$ cat src/rtl/mc14500_pc_sequencer.sv
// Program-flow sequencer for the cascaded MC14516B program counter of an MC14500B system.
// Turns ICU JMP/RTN flags into counter preset/hold controls and keeps a small return-address stack.
module mc14500_pc_sequencer #(
    parameter  int ADDR_W      = 8,
    parameter  int STACK_DEPTH = 4,
    localparam int DEPTH_W     = $clog2(STACK_DEPTH + 1)
) (
    input  logic               clock,
    input  logic               reset,
    input  logic               jmp,
    input  logic               rtn,
    input  logic               call,
    input  logic [ADDR_W-1:0]  jmp_addr,
    input  logic               halt,
    input  logic [ADDR_W-1:0]  pc,
    output logic               pc_reset,
    output logic               pc_preset_enable,
    output logic [ADDR_W-1:0]  pc_preset,
    output logic               pc_up_down,
    output logic               pc_carry_in,
    output logic [DEPTH_W-1:0] depth,
    output logic               overflow,
    output logic               underflow
);

    // state   | meaning
    // ST_RUN  | counter advances, jmp/rtn accepted
    // ST_LOAD | one-cycle counter preset, fetched instruction squashed
    // ST_HALT | counter frozen until halt drops
    typedef enum logic [1:0] {
        ST_RUN  = 2'd0,
        ST_LOAD = 2'd1,
        ST_HALT = 2'd2
    } state_t;

    localparam int IDX_W = (STACK_DEPTH > 1) ? $clog2(STACK_DEPTH) : 1;
    localparam logic [DEPTH_W-1:0] DEPTH_FULL = DEPTH_W'(STACK_DEPTH);
    localparam logic [DEPTH_W-1:0] DEPTH_ONE  = DEPTH_W'(1);

    state_t            state, state_next;
    logic [ADDR_W-1:0] stack [0:STACK_DEPTH-1];
    logic [ADDR_W-1:0] preset_next;
    logic [ADDR_W-1:0] ret_addr;
    logic [IDX_W-1:0]  push_idx;
    logic [IDX_W-1:0]  pop_idx;
    logic              push_en;
    logic              pop_en;
    logic              uf_set;

    assign pc_up_down = 1'b1;
    assign ret_addr   = pc + ADDR_W'(1);
    assign push_idx   = IDX_W'(depth);
    assign pop_idx    = IDX_W'(depth - DEPTH_ONE);

    always_comb begin
        state_next  = state;
        preset_next = pc_preset;
        push_en     = 1'b0;
        pop_en      = 1'b0;
        uf_set      = 1'b0;
        case (state)
            ST_RUN: begin
                // halt outranks jmp, jmp outranks rtn
                if (halt) begin
                    state_next = ST_HALT;
                end else if (jmp) begin
                    state_next  = ST_LOAD;
                    preset_next = jmp_addr;
                    push_en     = call;
                end else if (rtn) begin
                    if (depth != '0) begin
                        state_next  = ST_LOAD;
                        preset_next = stack[pop_idx];
                        pop_en      = 1'b1;
                    end else begin
                        uf_set = 1'b1;
                    end
                end
            end
            ST_LOAD: state_next = halt ? ST_HALT : ST_RUN;
            ST_HALT: if (!halt) state_next = ST_RUN;
            default: state_next = ST_RUN;
        endcase
    end

    always_ff @(posedge clock) begin
        if (reset) begin
            state            <= ST_RUN;
            pc_reset         <= 1'b1;
            pc_preset_enable <= 1'b0;
            pc_preset        <= '0;
            pc_carry_in      <= 1'b1;
            depth            <= '0;
            overflow         <= 1'b0;
            underflow        <= 1'b0;
            for (int i = 0; i < STACK_DEPTH; i++) begin
                stack[i] <= '0;
            end
        end else begin
            state            <= state_next;
            pc_reset         <= 1'b0;
            pc_preset_enable <= (state_next == ST_LOAD);
            pc_carry_in      <= (state_next != ST_RUN);
            pc_preset        <= preset_next;
            if (push_en) begin
                // a push into a full stack drops the entry but the jump still goes
                if (depth == DEPTH_FULL) begin
                    overflow <= 1'b1;
                end else begin
                    stack[push_idx] <= ret_addr;
                    depth           <= depth + DEPTH_ONE;
                end
            end
            if (pop_en) begin
                depth <= depth - DEPTH_ONE;
            end
            if (uf_set) begin
                underflow <= 1'b1;
            end
        end
    end

endmodule
$ cat config.mk
export PLATFORM = sky130hd
export DESIGN_NAME = mc14500_pc_sequencer
export DESIGN_NICKNAME = d
export VERILOG_FILES = /design/src/rtl/mc14500_pc_sequencer.sv
export SDC_FILE = /design/constraint.sdc
export NUM_CORES = 1
export LEC_CHECK = 0
export ABC_AREA = 1
export CAP_MARGIN = 20
export CORE_MARGIN = 1.5
export CORE_UTILIZATION = 45
export DETAILED_ROUTE_END_ITERATION = 6
export HOLD_SLACK_MARGIN = 0.02
export PLACE_DENSITY = 0.72
export SLEW_MARGIN = 5
export SYNTH_ARGS = -nofsm -noshare
export SYNTH_HDL_FRONTEND = slang
export SYNTH_SLANG_ARGS = --single-unit
$ cat constraint.sdc
create_clock -name clock -period 2.62 [get_ports clock]
set_input_delay 0.393 -clock clock [delete_from_list [all_inputs] [get_ports clock]]
set_output_delay 0.393 -clock clock [all_outputs]
set_load 0.05 [all_outputs]
# [Word level (Yosys, flattened, before mapping)]
# Memory sizes are Yosys's and may differ from the RTL's.
# Cells that the tools add are included.
[totals] mem_bits_rw=32 rom_bits=0 word_cells=63 latchBits=0 reg_bits=18 n_memories=1 input_bits=22 output_inout_bits=17
[op_classes] n_shift=0 div=0 addsub=3 multipliers=0 n_reduce_logical=10 eq_ne=5 bitwise_logic=1 n_mux=35 order_cmp=0
[mem_list] memory="stack" depth=4 width=8 read_ports=1 rd_ports_with_merged_regs=0 wr=4 line="41" text="logic [ADDR_W-1:0] stack [0:STACK_DEPTH-1];"
[ops] op="8-bit two-way mux" n=4
[ops] op="1-bit two-way mux" n=20
[ops] op="2-bit two-way mux" n=7
[ops] op="3-bit two-way mux" n=3
[ops] op="8-bit by 1-bit adder with 8-bit output, second input constant" n=1
[ops] op="2-bit nonzero test" n=4
[ops] op="8-bit OR reduction" n=1
[ops] op="2-bit one-hot mux with 3 select lines" n=1
[ops] op="2-bit by 1-bit equality test with 1-bit output, second input constant" n=2
[ops] op="2-bit AND reduction" n=2
[ops] op="4-bit AND reduction" n=1
[ops] op="3-bit by 1-bit adder with 3-bit output, second input constant" n=1
[ops] op="3-bit equality test, second input constant" n=1
[ops] op="3-bit nonzero test" n=1
[ops] op="3-bit by 1-bit subtractor with 3-bit output, second input constant" n=1
[ops] op="2-bit equality test, second input constant" n=1
[ops] op="2-bit logical NOT" n=1
[ops] op="2-bit != test, second input constant" n=1
[ops] op="1-bit NOT" n=1

# [Logic depth before layout (Yosys ltp)]
[depth] depth_word=8 ltp_mapped=11 ltp_nobuf=9

# [Worst setup path after synthesis]
# OpenSTA, ideal clock, no wires.
[synth_timing] kind="reg-to-reg" start="register depth[0]" end="memory stack[3][0] (enable)" t_arrival_ns=2.326 slack_ns=-0.093 setup_time_ns=0.387 synth_period_minus_slack_ns=2.713 t_required_ns=2.233 n_path_buf=2 stages_incl_launch_ff=8 cell_sequence="dfxtp_1 > buf_2 > inv_1 > buf_2 > ha_1 > nand2_1 > nand3_4 > o31ai_1"
[synth_rtl] element="start, declared" line="21" text="output logic [DEPTH_W-1:0] depth,"
[synth_rtl] element="start signal, assigned" line="111" text="depth <= depth + DEPTH_ONE;"
[synth_rtl] element="start signal, assigned" line="115" text="depth <= depth - DEPTH_ONE;"
[synth_rtl] element="end, declared" line="41"

# [Worst setup path after layout]
[layout_timing] start="register depth[0]" end="output port depth[0]"
# No word-level cell between the ends.

==> results.sh <==
export IMPL_status="finished, final reports clean"
export IMPL_ff_latch_area_mm2=0.00132
export IMPL_endpoint_kind="output pin"
export IMPL_reg2reg_from="depth[1]$_SDFFE_PP0P_"
export IMPL_final_period_utilization_pct=80.8
export IMPL_grt_usage_pct=18.7
export IMPL_crit_type="register to output pin"
export IMPL_rsz0062_at_grt="no"
export IMPL_drc_errors=0
export IMPL_place_gp_congestion=0.896
export IMPL_path_max_fanout=20
export IMPL_timing_setup_tns_ns=0
export IMPL_standby_leakage_power_nw=1.21
export IMPL_vias_per_cell=4.97
export IMPL_overflow=0
export IMPL_cts_post_setup_buffers_inserted=0
export IMPL_setup_viol=0
export IMPL_fmaxAchievable_mhz=472
export IMPL_postSynthCellCount=271
export IMPL_min_delay_start="underflow$_SDFFE_PP0P_"
export IMPL_timing_critical_path_from_type="register"
export IMPL_finish_utilization_pct=57.7
export IMPL_wl_per_cell_um=13.3
export IMPL_cap_violations=0
export IMPL_number_of_global_route_vias_before_repair=1784
export IMPL_die_area_mm2=0.00585
export IMPL_chipHeight_um=76.5
export IMPL_die_w_um=76.5
export IMPL_fin_nets=334
export IMPL_holdBufCountCts=0
export IMPL_grt_antenna_before_repair=0
export IMPL_top_level_ports=39
export IMPL_hold_path_class="register to register"
export IMPL_via_count=1883
export IMPL_netlist_area_before_placement_mm2=0.00243
export IMPL_slew_viol_final=0
export IMPL_postSynthAreaPerCell_um2=8.97
export IMPL_r2r_cells=7
export IMPL_cts_tree="done"
export IMPL_critical_path_required_ns=2.23
export IMPL_syn_to_final_growth_pct=22.7
export IMPL_dp_cells=371
export IMPL_fillerInstances=464
export IMPL_cts_path_max_buffers=2
export IMPL_rrSetupSlack_ns=0.52
export IMPL_min_to="underflow$_SDFFE_PP0P_"
export IMPL_synth_edf_count=32
export IMPL_initial_core_util_pct=47.0
export IMPL_mappedNetlistNets=297
export IMPL_timing_max_slew_rel_slack_pct=50.9
export IMPL_dp_worst_setup_slack_ns=0.350
export IMPL_multiInputGateArea_um2=963
export IMPL_share_of_async_settable_or_async_resettable_flops_after_synthesis_pct=0
export IMPL_post_cts_resized=0
export IMPL_yosys_cell_count_top_type="sky130_fd_sc_hd__nand2_1"
export IMPL_worstSkewPairLatency_ns=0.31
export IMPL_num_rows=26
export IMPL_synth_commonest_cells="sky130_fd_sc_hd__nand2_1 (56), sky130_fd_sc_hd__nor2_1 (43), sky130_fd_sc_hd__edfxtp_1 (32)"
export IMPL_clkSlewWorstSetupHoldPaths_ns=0.09
export IMPL_place_port_buffers=37
export IMPL_detailedRoute_firstIterationViolations=95
export IMPL_vdd_ir_drop_worst_mv=0.288
export IMPL_synth_lib_cells_used_distinct=33
export IMPL_r2r_end="stack[0][0]$_SDFFCE_PN0P_"
export IMPL_drt_first_pass_iters=5
export IMPL_synth_largest_type_area_fraction_pct=39.5
export IMPL_num_antenna_cells=0
export IMPL_yosys_top_cells_area="sky130_fd_sc_hd__edfxtp_1 (40%), sky130_fd_sc_hd__dfxtp_1 (15%), sky130_fd_sc_hd__nand2_1 (8.6%)"
export IMPL_timing_critical_path_arrival_ns=1.72
export IMPL_synth_seq_area_share_pct=54.3
export IMPL_power_density_mw_per_mm2=607
export IMPL_grt_max_degree=22
export IMPL_yosys_register_bits=50
export IMPL_finalClockSkew_ns=0.00214
export IMPL_hold_path_depth=2
export IMPL_post_route_min_period_ns=2.12
export IMPL_grt_first_pass_wirelength_um=8560
export IMPL_timing_final_hold_violations=0
export IMPL_clock_tree_root_cell="sky130_fd_sc_hd__clkbuf_8"
export IMPL_final_cell_count_no_fill=379
export IMPL_postRouteAntennaNets=0
export IMPL_hold_worst_slack_ns=0.483
export IMPL_cts_sinks=50
export IMPL_totalWireLength_um=5030
export IMPL_htree_num_levels=2
export IMPL_fin_ws_ns=0.503
export IMPL_cts_buffers=5
export IMPL_tightestPinTransition_ns=0.732
export IMPL_number_of_warnings_printed_during_yosys_synthesis=0
export IMPL_detailed_place_hpwl_um=3700
export IMPL_postSynth_topFlopCell="sky130_fd_sc_hd__edfxtp_1"
export IMPL_placeableCoreArea_mm2=0.00517
export IMPL_drive_above_1_share_pct=9.71
export IMPL_synthDominantAreaCellType="sky130_fd_sc_hd__edfxtp_1"
[report_power, final]
group          switching (mW)  internal [mW]  leakage, nW  total, mW
logic                   0.192          0.101        0.669      0.293
clock network           0.257          0.378       0.0658      0.634
registers              0.0132          0.872        0.479      0.885
total                   0.462           1.35         1.21       1.81
[routing by layer]
layer	wire length, µm	track usage (%)	vias up	part of all wire [%]
li1	-	-	963	-
met1	2300	24.9	846	46
met2	2360	30.4	68	47
met3	313	4.91	6	6.2
met4	57	5.00	0	1.1
met5	0	0	-	0
[worst max path at each step]
stage / start / to / slack [ns]
global placement: pc[0] / stack[0][6]$_SDFFCE_PN0P_ / 0.39
CTS: depth[0]$_SDFFE_PP0P_ / depth[0] / 0.49
floorplan: depth[0]$_SDFFE_PP0P_ / stack[3][0]$_DFFE_PP_ / 0.15
finish: depth[0]$_SDFFE_PP0P_ / depth[0] / 0.50
detailed placement: pc[0] / stack[1][6]$_SDFFCE_PN0P_ / 0.35
global route: depth[1]$_SDFFE_PP0P_ / stack[0][0]$_SDFFCE_PN0P_ / 0.36
[cell families after synthesis]
kind of cell,synth area share [%]
simple gates,25.3
flops,54.3
compound gates,9.78
buf+inv,6.23
xor+xnor,2.16
fa+ha+maj,2.06
other cells,0.154
[registers in the layout (all words and copies together), names as in the netlist]
signal	flops
overflow	1
underflow	1
pc_carry_in	1
pc_preset_enable	1
pc_reset	1
stack	32
pc_preset	8
state	2
depth	3
[area by class of cell]
cell class | count | share of cell area (%)
multi-input cells | 189 | 32.3
clock inverters | 3 | 2.14
flip-flops and latches | 50 | 44.3
inverters | 21 | 2.64
clock buffers | 5 | 2.31
well taps | 70 | 2.94
repair buffers | 41 | 13.4
[per-stage QoR]
step	cell area, µm²	power (mW)
after CTS	2980	1.82
final	2980	1.81
after global routing	2980	1.88
after floorplan	2440	1.09
after global placement	2850	1.19
after detailed placement	2850	1.20
[worst max-delay path, stage by stage, from the launching register on]
cell                              delay [ns]
sky130_fd_sc_hd__dfxtp_1                0.33
sky130_fd_sc_hd__buf_4                  0.24
sky130_fd_sc_hd__clkdlybuf4s50_1        0.84
[layout by cell type, fill, tap and decap left out, drive strengths merged]
cell,netlist,routed
nand2,59,59
o31ai,1,1
o21a,1,1
bufinv,0,2
nor3b,1,1
buf,10,4
a21oi,27,27
o21ai,13,13
conb,1,1
inv,20,20
edfxtp,32,32
nor3,10,10
clkinv,1,2
nand3,19,19
xnor2,1,1
xor2,5,5
clkdlybuf4s50,0,37
a21o,1,1
clkbuf,1,5
nor2,46,46
ha,4,4
dfxtp,18,18
(Power assumes the default switching activity.)
